**src/rtl/multi_pulse_seq_pkg.sv**
```systemverilog
// Shared types and default widths for the multi-channel pulse sequencer.
package pulse_seq_pkg;

    localparam int unsigned TW         = 16;
    localparam int unsigned CW_DEF     = 32;
    localparam int unsigned SYNC_W_DEF = 8;
    localparam int unsigned GUARD      = 16;
    localparam int unsigned RW         = 8;

    typedef enum logic [2:0] {
        IDLE,
        DELAY,
        HIGH,
        GAP,
        DONE
    } chan_state_t;

    typedef struct packed {
        logic [TW-1:0] del;
        logic [TW-1:0] wid;
        logic [TW-1:0] spc;
        logic [RW-1:0] nrep;
    } chan_cfg_t;

    // Repeats remaining after the first pulse; a count of 0 behaves like 1.
    function automatic logic [RW-1:0] last_rep(input logic [RW-1:0] nrep);
        return (nrep == '0) ? '0 : nrep - RW'(1);
    endfunction

endpackage

```
**src/rtl/multi_pulse_seq_if.sv**
```systemverilog
// Control/status bundle between the serial control block and the pulse sequencer.
interface multi_pulse_seq_if
    import pulse_seq_pkg::*;
#(
    parameter int unsigned NCH = 4,
    parameter int unsigned CW  = CW_DEF
);
    localparam int unsigned CHW = (NCH > 1) ? $clog2(NCH) : 1;

    logic           run;
    logic           cfg_wr;
    logic [CHW-1:0] cfg_ch;
    logic [TW-1:0]  cfg_del;
    logic [TW-1:0]  cfg_wid;
    logic [TW-1:0]  cfg_spc;
    logic [RW-1:0]  cfg_nrep;
    logic [CW-1:0]  cfg_per;
    logic           cfg_commit;
    logic           commit_pend;
    logic           sync_on;
    logic [NCH-1:0] pulse_on;
    logic           pulse_any;
    logic           inhib;

    modport master (
        output run, cfg_wr, cfg_ch, cfg_del, cfg_wid, cfg_spc, cfg_nrep, cfg_per, cfg_commit,
        input  commit_pend, sync_on, pulse_on, pulse_any, inhib
    );

    modport slave (
        input  run, cfg_wr, cfg_ch, cfg_del, cfg_wid, cfg_spc, cfg_nrep, cfg_per, cfg_commit,
        output commit_pend, sync_on, pulse_on, pulse_any, inhib
    );

endinterface

```
**src/rtl/multi_pulse_seq_chan.sv**
```systemverilog
// One pulse channel: delay, then nrep pulses of width wid separated by spc-cycle gaps.
module pulse_chan
    import pulse_seq_pkg::*;
(
    input  logic      clk_i,
    input  logic      rst_i,
    input  logic      halt_i,
    input  logic      start_i,
    input  chan_cfg_t cfg_i,
    output logic      pulse_o,
    output logic      pulse_nxt_c
);

    chan_state_t   state_q, state_d;
    logic [TW-1:0] cnt_q, cnt_d;
    logic [RW-1:0] rep_q, rep_d;
    logic          pulse_q;

    always_ff @(posedge clk_i or posedge rst_i) begin
        if (rst_i) begin
            state_q <= IDLE;
            cnt_q   <= '0;
            rep_q   <= '0;
            pulse_q <= 1'b0;
        end else begin
            state_q <= state_d;
            cnt_q   <= cnt_d;
            rep_q   <= rep_d;
            pulse_q <= pulse_nxt_c;
        end
    end

    // cnt holds the cycles left in the current state after this one.
    always_comb begin
        state_d = state_q;
        cnt_d   = cnt_q;
        rep_d   = rep_q;
        if (halt_i) begin
            state_d = IDLE;
            cnt_d   = '0;
            rep_d   = '0;
        end else if (start_i) begin
            rep_d = last_rep(cfg_i.nrep);
            if (cfg_i.wid == '0) begin
                state_d = IDLE;
                cnt_d   = '0;
            end else if (cfg_i.del == '0) begin
                state_d = HIGH;
                cnt_d   = cfg_i.wid - TW'(1);
            end else begin
                state_d = DELAY;
                cnt_d   = cfg_i.del - TW'(1);
            end
        end else begin
            unique case (state_q)
                DELAY, GAP: begin
                    if (cnt_q == '0) begin
                        state_d = HIGH;
                        cnt_d   = cfg_i.wid - TW'(1);
                    end else begin
                        cnt_d = cnt_q - TW'(1);
                    end
                end
                HIGH: begin
                    if (cnt_q != '0) begin
                        cnt_d = cnt_q - TW'(1);
                    end else if (rep_q == '0) begin
                        state_d = DONE;
                    end else begin
                        rep_d = rep_q - RW'(1);
                        // A zero gap re-enters HIGH directly so the pulses merge.
                        if (cfg_i.spc == '0) begin
                            cnt_d = cfg_i.wid - TW'(1);
                        end else begin
                            state_d = GAP;
                            cnt_d   = cfg_i.spc - TW'(1);
                        end
                    end
                end
                default: ;
            endcase
        end
        pulse_nxt_c = (state_d == HIGH);
    end

    assign pulse_o = pulse_q;

endmodule

```
**src/rtl/multi_pulse_seq.sv**
```systemverilog
// NCH-channel pulse sequencer with shadow config committed at period wraps.
// Define PULSE_INHIBIT_EN to build the receiver inhibit/guard logic; otherwise inhib is 0.
module multi_pulse_seq
    import pulse_seq_pkg::*;
#(
    parameter int unsigned NCH    = 4,
    parameter int unsigned CW     = CW_DEF,
    parameter int unsigned SYNC_W = SYNC_W_DEF
) (
    input  logic             clk_pll,
    input  logic             reset,
    multi_pulse_seq_if.slave bus
);

    localparam int unsigned CHW = (NCH > 1) ? $clog2(NCH) : 1;

    logic           running_q;
    logic [CW-1:0]  pc_q, pc_d;
    logic [CW-1:0]  per_shd_q, per_act_q, per_act_d;
    chan_cfg_t      shd_q [NCH];
    chan_cfg_t      act_q [NCH];
    chan_cfg_t      act_d [NCH];
    logic           pend_q, pend_d;
    logic           sync_q, sync_d;
    logic           any_q, any_d;
    logic [NCH-1:0] pulse_w, pulse_d;
    logic           inhib_w;
    logic [CW-1:0]  len_cur_c, len_nxt_c, slim_nxt_c;
    logic           wrap_c, start_c, commit_c, halt_c;

    function automatic logic [CW-1:0] per_len(input logic [CW-1:0] per);
        return (per < CW'(2)) ? CW'(2) : per;
    endfunction

    // Period counter, commit and sync decisions; sync is judged against the next pc.
    always_comb begin
        halt_c    = !bus.run;
        len_cur_c = per_len(per_act_q);
        wrap_c    = running_q && (pc_q == len_cur_c - CW'(1));
        start_c   = bus.run && (!running_q || wrap_c);
        commit_c  = bus.run && wrap_c && pend_q;
        per_act_d = commit_c ? per_shd_q : per_act_q;
        for (int i = 0; i < NCH; i++) begin
            act_d[i] = commit_c ? shd_q[i] : act_q[i];
        end
        pend_d     = bus.cfg_commit ? 1'b1 : (commit_c ? 1'b0 : pend_q);
        pc_d       = (halt_c || start_c) ? '0 : pc_q + CW'(1);
        len_nxt_c  = per_len(per_act_d);
        slim_nxt_c = (CW'(SYNC_W) < len_nxt_c - CW'(1)) ? CW'(SYNC_W) : len_nxt_c - CW'(1);
        sync_d     = bus.run && (pc_d < slim_nxt_c);
        any_d      = |pulse_d;
    end

    always_ff @(posedge clk_pll or posedge reset) begin
        if (reset) begin
            running_q <= 1'b0;
            pc_q      <= '0;
            per_shd_q <= '0;
            per_act_q <= '0;
            pend_q    <= 1'b0;
            sync_q    <= 1'b0;
            any_q     <= 1'b0;
            for (int i = 0; i < NCH; i++) begin
                shd_q[i] <= '0;
                act_q[i] <= '0;
            end
        end else begin
            running_q <= bus.run;
            pc_q      <= pc_d;
            per_act_q <= per_act_d;
            pend_q    <= pend_d;
            sync_q    <= sync_d;
            any_q     <= any_d;
            if (bus.cfg_wr) begin
                per_shd_q <= bus.cfg_per;
            end
            for (int i = 0; i < NCH; i++) begin
                if (bus.cfg_wr && (bus.cfg_ch == CHW'(i))) begin
                    shd_q[i] <= '{del: bus.cfg_del, wid: bus.cfg_wid,
                                  spc: bus.cfg_spc, nrep: bus.cfg_nrep};
                end
                act_q[i] <= act_d[i];
            end
        end
    end

    // Channels see the next active config so a committed change takes effect at the restart.
    for (genvar g = 0; g < NCH; g++) begin : g_chan
        pulse_chan u_chan (
            .clk_i       (clk_pll),
            .rst_i       (reset),
            .halt_i      (halt_c),
            .start_i     (start_c),
            .cfg_i       (act_d[g]),
            .pulse_o     (pulse_w[g]),
            .pulse_nxt_c (pulse_d[g])
        );
    end

`ifdef PULSE_INHIBIT_EN
    localparam int unsigned GW = $clog2(GUARD + 1);

    logic [GW-1:0] guard_q, guard_d;
    logic          inhib_q, inhib_d;

    // Any pulse (re)loads the guard; inhib stays up until it runs out.
    always_comb begin
        guard_d = guard_q;
        inhib_d = 1'b0;
        if (halt_c) begin
            guard_d = '0;
        end else if (any_d) begin
            guard_d = GW'(GUARD);
            inhib_d = 1'b1;
        end else if (guard_q != '0) begin
            guard_d = guard_q - GW'(1);
            inhib_d = 1'b1;
        end
    end

    always_ff @(posedge clk_pll or posedge reset) begin
        if (reset) begin
            guard_q <= '0;
            inhib_q <= 1'b0;
        end else begin
            guard_q <= guard_d;
            inhib_q <= inhib_d;
        end
    end

    assign inhib_w = inhib_q;
`else
    assign inhib_w = 1'b0;
`endif

    assign bus.commit_pend = pend_q;
    assign bus.sync_on     = sync_q;
    assign bus.pulse_on    = pulse_w;
    assign bus.pulse_any   = any_q;
    assign bus.inhib       = inhib_w;

endmodule

```
**src/flat_wrapper.sv**
```systemverilog
// flat-port wrapper written by rule: the top's interface ports become plain ports
module multi_pulse_seq_flat import pulse_seq_pkg::*;
#(
    parameter int unsigned NCH    = 4,
    parameter int unsigned CW     = CW_DEF,
    parameter int unsigned SYNC_W = SYNC_W_DEF
)
  (clk_pll, reset, bus_run, bus_cfg_wr, bus_cfg_ch, bus_cfg_del, bus_cfg_wid, bus_cfg_spc, bus_cfg_nrep, bus_cfg_per, bus_cfg_commit, bus_commit_pend, bus_sync_on, bus_pulse_on, bus_pulse_any, bus_inhib);
  multi_pulse_seq_if #(.NCH(NCH), .CW(CW)) bus_i ();
  input  logic clk_pll;
  input  logic reset;
  input wire logic [$bits(bus_i.run)-1:0] bus_run;
  input wire logic [$bits(bus_i.cfg_wr)-1:0] bus_cfg_wr;
  input wire logic [$bits(bus_i.cfg_ch)-1:0] bus_cfg_ch;
  input wire logic [$bits(bus_i.cfg_del)-1:0] bus_cfg_del;
  input wire logic [$bits(bus_i.cfg_wid)-1:0] bus_cfg_wid;
  input wire logic [$bits(bus_i.cfg_spc)-1:0] bus_cfg_spc;
  input wire logic [$bits(bus_i.cfg_nrep)-1:0] bus_cfg_nrep;
  input wire logic [$bits(bus_i.cfg_per)-1:0] bus_cfg_per;
  input wire logic [$bits(bus_i.cfg_commit)-1:0] bus_cfg_commit;
  output wire logic [$bits(bus_i.commit_pend)-1:0] bus_commit_pend;
  output wire logic [$bits(bus_i.sync_on)-1:0] bus_sync_on;
  output wire logic [$bits(bus_i.pulse_on)-1:0] bus_pulse_on;
  output wire logic [$bits(bus_i.pulse_any)-1:0] bus_pulse_any;
  output wire logic [$bits(bus_i.inhib)-1:0] bus_inhib;
  assign bus_i.run = bus_run;
  assign bus_i.cfg_wr = bus_cfg_wr;
  assign bus_i.cfg_ch = bus_cfg_ch;
  assign bus_i.cfg_del = bus_cfg_del;
  assign bus_i.cfg_wid = bus_cfg_wid;
  assign bus_i.cfg_spc = bus_cfg_spc;
  assign bus_i.cfg_nrep = bus_cfg_nrep;
  assign bus_i.cfg_per = bus_cfg_per;
  assign bus_i.cfg_commit = bus_cfg_commit;
  assign bus_commit_pend = bus_i.commit_pend;
  assign bus_sync_on = bus_i.sync_on;
  assign bus_pulse_on = bus_i.pulse_on;
  assign bus_pulse_any = bus_i.pulse_any;
  assign bus_inhib = bus_i.inhib;
  multi_pulse_seq #(.NCH(NCH), .CW(CW), .SYNC_W(SYNC_W)) u_core (.clk_pll(clk_pll), .reset(reset), .bus(bus_i));
endmodule
```
**config.mk**
```make
export PLATFORM = sky130hd
export DESIGN_NAME = multi_pulse_seq_flat
export DESIGN_NICKNAME = d
export VERILOG_FILES = /design/src/rtl/multi_pulse_seq_pkg.sv /design/src/rtl/multi_pulse_seq_if.sv /design/src/rtl/multi_pulse_seq_chan.sv /design/src/rtl/multi_pulse_seq.sv /design/src/flat_wrapper.sv
export SDC_FILE = /design/constraint.sdc
export NUM_CORES = 2
export LEC_CHECK = 0
export ABC_AREA = 0
export BUFFER_PORTS_ARGS = -buffer_cell sky130_fd_sc_hd__buf_2
export CORE_MARGIN = 2
export CORE_UTILIZATION = 57
export DETAILED_ROUTE_END_ITERATION = 8
export GPL_TIMING_DRIVEN = 0
export PLACE_DENSITY = 0.72
export SLEW_MARGIN = 20
export SYNTH_ARGS = -nofsm -noshare
export SYNTH_HDL_FRONTEND = slang
export SYNTH_HIERARCHICAL = 1
export SYNTH_SLANG_ARGS = --single-unit
```
**constraint.sdc**
```tcl
create_clock -name clk_pll -period 42.6 [get_ports clk_pll]
set_clock_uncertainty 0.1 [all_clocks]
set_input_delay 8.52 -clock clk_pll [delete_from_list [all_inputs] [get_ports clk_pll]]
set_output_delay 8.52 -clock clk_pll [all_outputs]
set_load 0.05 [all_outputs]
```
==> summary by stage <==
STA
The total negative slack for setup checks is 0 ns. The worst slack on hold paths is ~0.4 ns. The post-layout minimum cycle time is 16.29 ns. Setup repair after global routing left no endpoint under its margin. The count of endpoints failing setup in the final report is 0.

Dividing the final minimum period by the clock period gives 0.382. The hold violation total from the final report is 0. For the pin with the worst max-slew slack, the measured transition is roughly 1.0 ns. The final number of max-transition violations is 0. The max-slew headroom at the worst pin is 0.309. The setup slack of the critical path after layout is about 26 ns. The highest attainable clock frequency is 61.4 MHz.

Setup path
For the worst setup path, the data arrival time is between 15 and 20 ns. The required time at the endpoint of the critical path is approximately 43 ns. For this run, the slowest stage of the critical path takes 0.74 ns. The critical path class is primary input to flip-flop. The cell with the largest stage delay on the worst path is sky130_fd_sc_hd__clkbuf_1. The setup slack of the most critical reg-to-reg path is ~30 ns. The buffer and inverter count on the worst path is 6. In this design, the largest share of critical-path delay is due to simple AND/OR/NAND/NOR gates. Along the worst path, the maximum fanout reaches 10. STA classifies the critical path endpoint as a flip-flop. The startpoint type of the worst setup path is a primary input.

Place
The worst slack after detailed placement is 25.78 ns. Routability-driven placement finished with a final weighted congestion of ~0.99. In this run, placement finished with an instance count of 4455. The number of port buffers is 100. The detailed placer's ending HPWL is roughly 80000 um.

Final layout
The number of fill cells is 5218. The sequential cells in the finished layout cover a total of between 0.015 and 0.02 mm^2. The final non-filler cell total is between 4000 and 5000.

In the final layout, the multi-input gates occupy approximately 0.020 mm^2. From synthesis to final layout, the design area changed by 11.8%. The final cell utilization of the core is 0.644. In the final design database the tool counted 3851 nets. Leaving out fill and tap cells, the most frequent cells in the layout are sky130_fd_sc_hd__dfrtp_1, sky130_fd_sc_hd__mux2_2, sky130_fd_sc_hd__nor2_1, sky130_fd_sc_hd__nand2_1, sky130_fd_sc_hd__xor2_1. The fraction of final layout cells sized beyond drive strength 1 is 0.237.

The commonest non-fill, non-tap cell in the layout is sky130_fd_sc_hd__dfrtp_1.

Clock network
The post-cts repair resize count is 0. In this run the post-CTS setup repair buffer count came out at 0. The clock tree from TritonCTS is yes. In this run the number of H-tree levels came out at 3. Clock-pin slew was measured on the worst setup and hold paths at ~0.060 ns. The later pin in the worst-skew pair is clocked with a latency of about 0.66 ns. In this run the clock root is driven by a sky130_fd_sc_hd__clkbuf_16. CTS saw 660 sinks. In this run, CTS created clock tree buffers numbering approximately 70.

Buffers inserted to repair hold after CTS numbered 0. The buffer depth of the longest clock path is 3.

Synthesis
The cell accounting for the most synthesized area is sky130_fd_sc_hd__dfrtp_1. The combinational family with the most area after synthesis is simple AND/OR/NAND/NOR gates. In the synthesized netlist the async set-or-reset flop fraction comes to 1.00. Of the total synthesized cell area, the portion taken by full adders, half adders and majority gates is 0.0280. After synthesis, the share of cell area in mux cells is 0.165. The combined area of all synthesized cells is 0.0371 mm^2. For this run, the register share of the synthesized area comes to 0.445. The area fraction in compound gates after synthesis is 0.0963.

The number of enable flip-flop cells after synthesis is 0. Synthesis handed over a netlist of ~3500 instances. Sorting the synthesized cells by area gives the leading types as sky130_fd_sc_hd__dfrtp_1, sky130_fd_sc_hd__mux2_2, sky130_fd_sc_hd__xor2_1. In this run, synthesis produced a sequential element count of between 600 and 700. Of the total synthesized cell area, the portion taken by AND, OR, NAND and NOR gates is 0.171. The most used flip-flop cell after synthesis is sky130_fd_sc_hd__dfrtp_1. The count of different cell masters after synthesis is ~100. The post-synthesis share of cell area spent on xor and xnor gates is 0.0670.

The synthesis warning total is 6. Of the post-synthesis cell area, the dominant cell type holds 0.445. Averaged over all synthesized cells, the footprint is 10.7 um^2.

Floorplan
The count of standard-cell rows is 93. The die covers between 0.06 and 0.07 mm^2. The chip width is ~260 um. The die outline height is around 260 um.

The core region is 0.0643 mm^2. The initial core utilization is 0.576. The count of pins on the block boundary is between 100 and 150.

Detailed routing
Dividing the detail-routed wire length by the instance count gives 23.6 um. In this run the remaining antenna-violating nets after routing total 0. The number of remaining DRC errors is 0. Dividing the detail-routed via count by the number of cells gives about 6.3. Before antenna repair, the detailed router went through 6 iterations. The routed layout has 28900 vias. The number of design-rule violations left by the first detailed-router iteration is roughly 2600.

For this block, the routed nets add up to 108000 um of wire.

Power
The leakage power figure is roughly 19 nW. VDD sags by at most 0.0000408 V. Dividing total power by cell area gives a power density of about 41 mW/mm^2.

Min path
The min-delay analysis places its worst path in the category flip-flop to flip-flop.

Global route
Global routing finished with a remaining overflow of 0. The number of antenna violations at the first check in global routing came to 12. The via count of the first global-routing pass is approximately 28000. The wire length of the first global-routing pass is roughly 170000 um. The total global-route track usage is 0.323. The maximum number of pins on one net before global-route repair is 102.

Run status
The flow ran to the end, and the final reports show no timing, DRC or antenna violations.

Job
Across the run, the number of max-cap violations was 0.
## layer usage
layer,global-route usage,vias to the layer above,part of all wire
li1,-,13100,-
met4,0.143,4,0.048
met1,0.447,14500,0.44
met3,0.0536,240,0.065
met2,0.503,1025,0.45
met5,0,-,0.00025
## worst register-to-register path: cells and delay by family, from the launching register on
family                     cells  cell delay (ns)
DFF                            1             0.50
buffers and inverters          5             1.85
AOI/OAI and AO/OA              8             1.99
and+or+nand+nor               19             5.98
adders and majority gates      3             0.71
muxes                          2             0.78
xor gates and xnor gates       2             0.26
## synthesized netlist by cell type (41+ instances only)
cell type	instances
sky130_fd_sc_hd__a21oi_1	94
sky130_fd_sc_hd__buf_2	42
sky130_fd_sc_hd__clkbuf_1	85
sky130_fd_sc_hd__dfrtp_1	660
sky130_fd_sc_hd__ha_1	83
sky130_fd_sc_hd__inv_1	83
sky130_fd_sc_hd__mux2_2	511
sky130_fd_sc_hd__nand2_1	222
sky130_fd_sc_hd__nand3_1	100
sky130_fd_sc_hd__nand4_1	43
sky130_fd_sc_hd__nor2_1	277
sky130_fd_sc_hd__nor3_1	97
sky130_fd_sc_hd__nor4_1	96
sky130_fd_sc_hd__o21ai_0	87
sky130_fd_sc_hd__or3_1	41
sky130_fd_sc_hd__or4_1	42
sky130_fd_sc_hd__xnor2_1	135
sky130_fd_sc_hd__xor2_1	146
## path summary, 6_finish.rpt
check / from / endpoint / depth (start not counted)
min in group asynchronous: reset / u_core/shd_q[5]$_DFFE_PP0P_ / 2
worst min register to register: u_core/shd_q[42]$_DFFE_PP0P_ / u_core/shd_q[42]$_DFFE_PP0P_ / 1
worst max register to register: u_core/per_act_q[7]$_DFF_PP0_ / u_core/bus.sync_on$_DFF_PP0_ / 39
worst max-delay path: bus_run / u_core/bus.sync_on$_DFF_PP0_ / 30
max in group asynchronous: reset / u_core/act_q[118]$_DFF_PP0_ / 7
worst min-delay path: u_core/shd_q[42]$_DFFE_PP0P_ / u_core/shd_q[42]$_DFFE_PP0P_ / 1
## where the power goes
part	internal, mW	total, mW	leakage, nW	switching (mW)
clock network	0.377	0.651	1.21	0.274
registers	0.686	0.738	8.60	0.0517
logic	0.141	0.331	9.42	0.190
## sequential cells by signal (all words and copies together) (netlist names), 4 cells and up
name                          flops
u_core/act_q                    224
u_core/per_shd_q                 32
u_core/g_chan.u_chan/rep_q       32
u_core/shd_q                    224
u_core/pc_q                      32
u_core/g_chan.u_chan/pulse_o      4
u_core/g_chan.u_chan/state_q     12
u_core/g_chan.u_chan/cnt_q       64
u_core/per_act_q                 32
## cell families after synthesis
family                     after synthesis
muxes                                  548
and+or+nand+nor                       1161
buffers and inverters                  231
AOI/OAI and AO/OA                      500
DFF                                    660
adders and majority gates               83
other                                    2
xor gates and xnor gates               282
## cell type report
type / instances / share of cell area
Sequential cell: 660 / 0.398
Timing Repair Buffer: 106 / 0.0161
Clock inverter: 33 / 0.0120
Antenna cell: 6 / 0.000362
Clock buffer: 94 / 0.0478
Multi-Input combinational cell: 2603 / 0.475
Inverter: 83 / 0.00770
Tap cell: 855 / 0.0258
Buffer: 148 / 0.0169
## stage by stage
step	instance area, um^2	power [mW]
4_1_cts	41400	1.72
2_1_floorplan	37200	0.973
3_5_place_dp	38900	1.07
3_3_place_gp	38800	1.07
5_1_grt	41400	1.79
6_report	41400	1.72
Note: power is estimated with default switching activity, not from simulation.
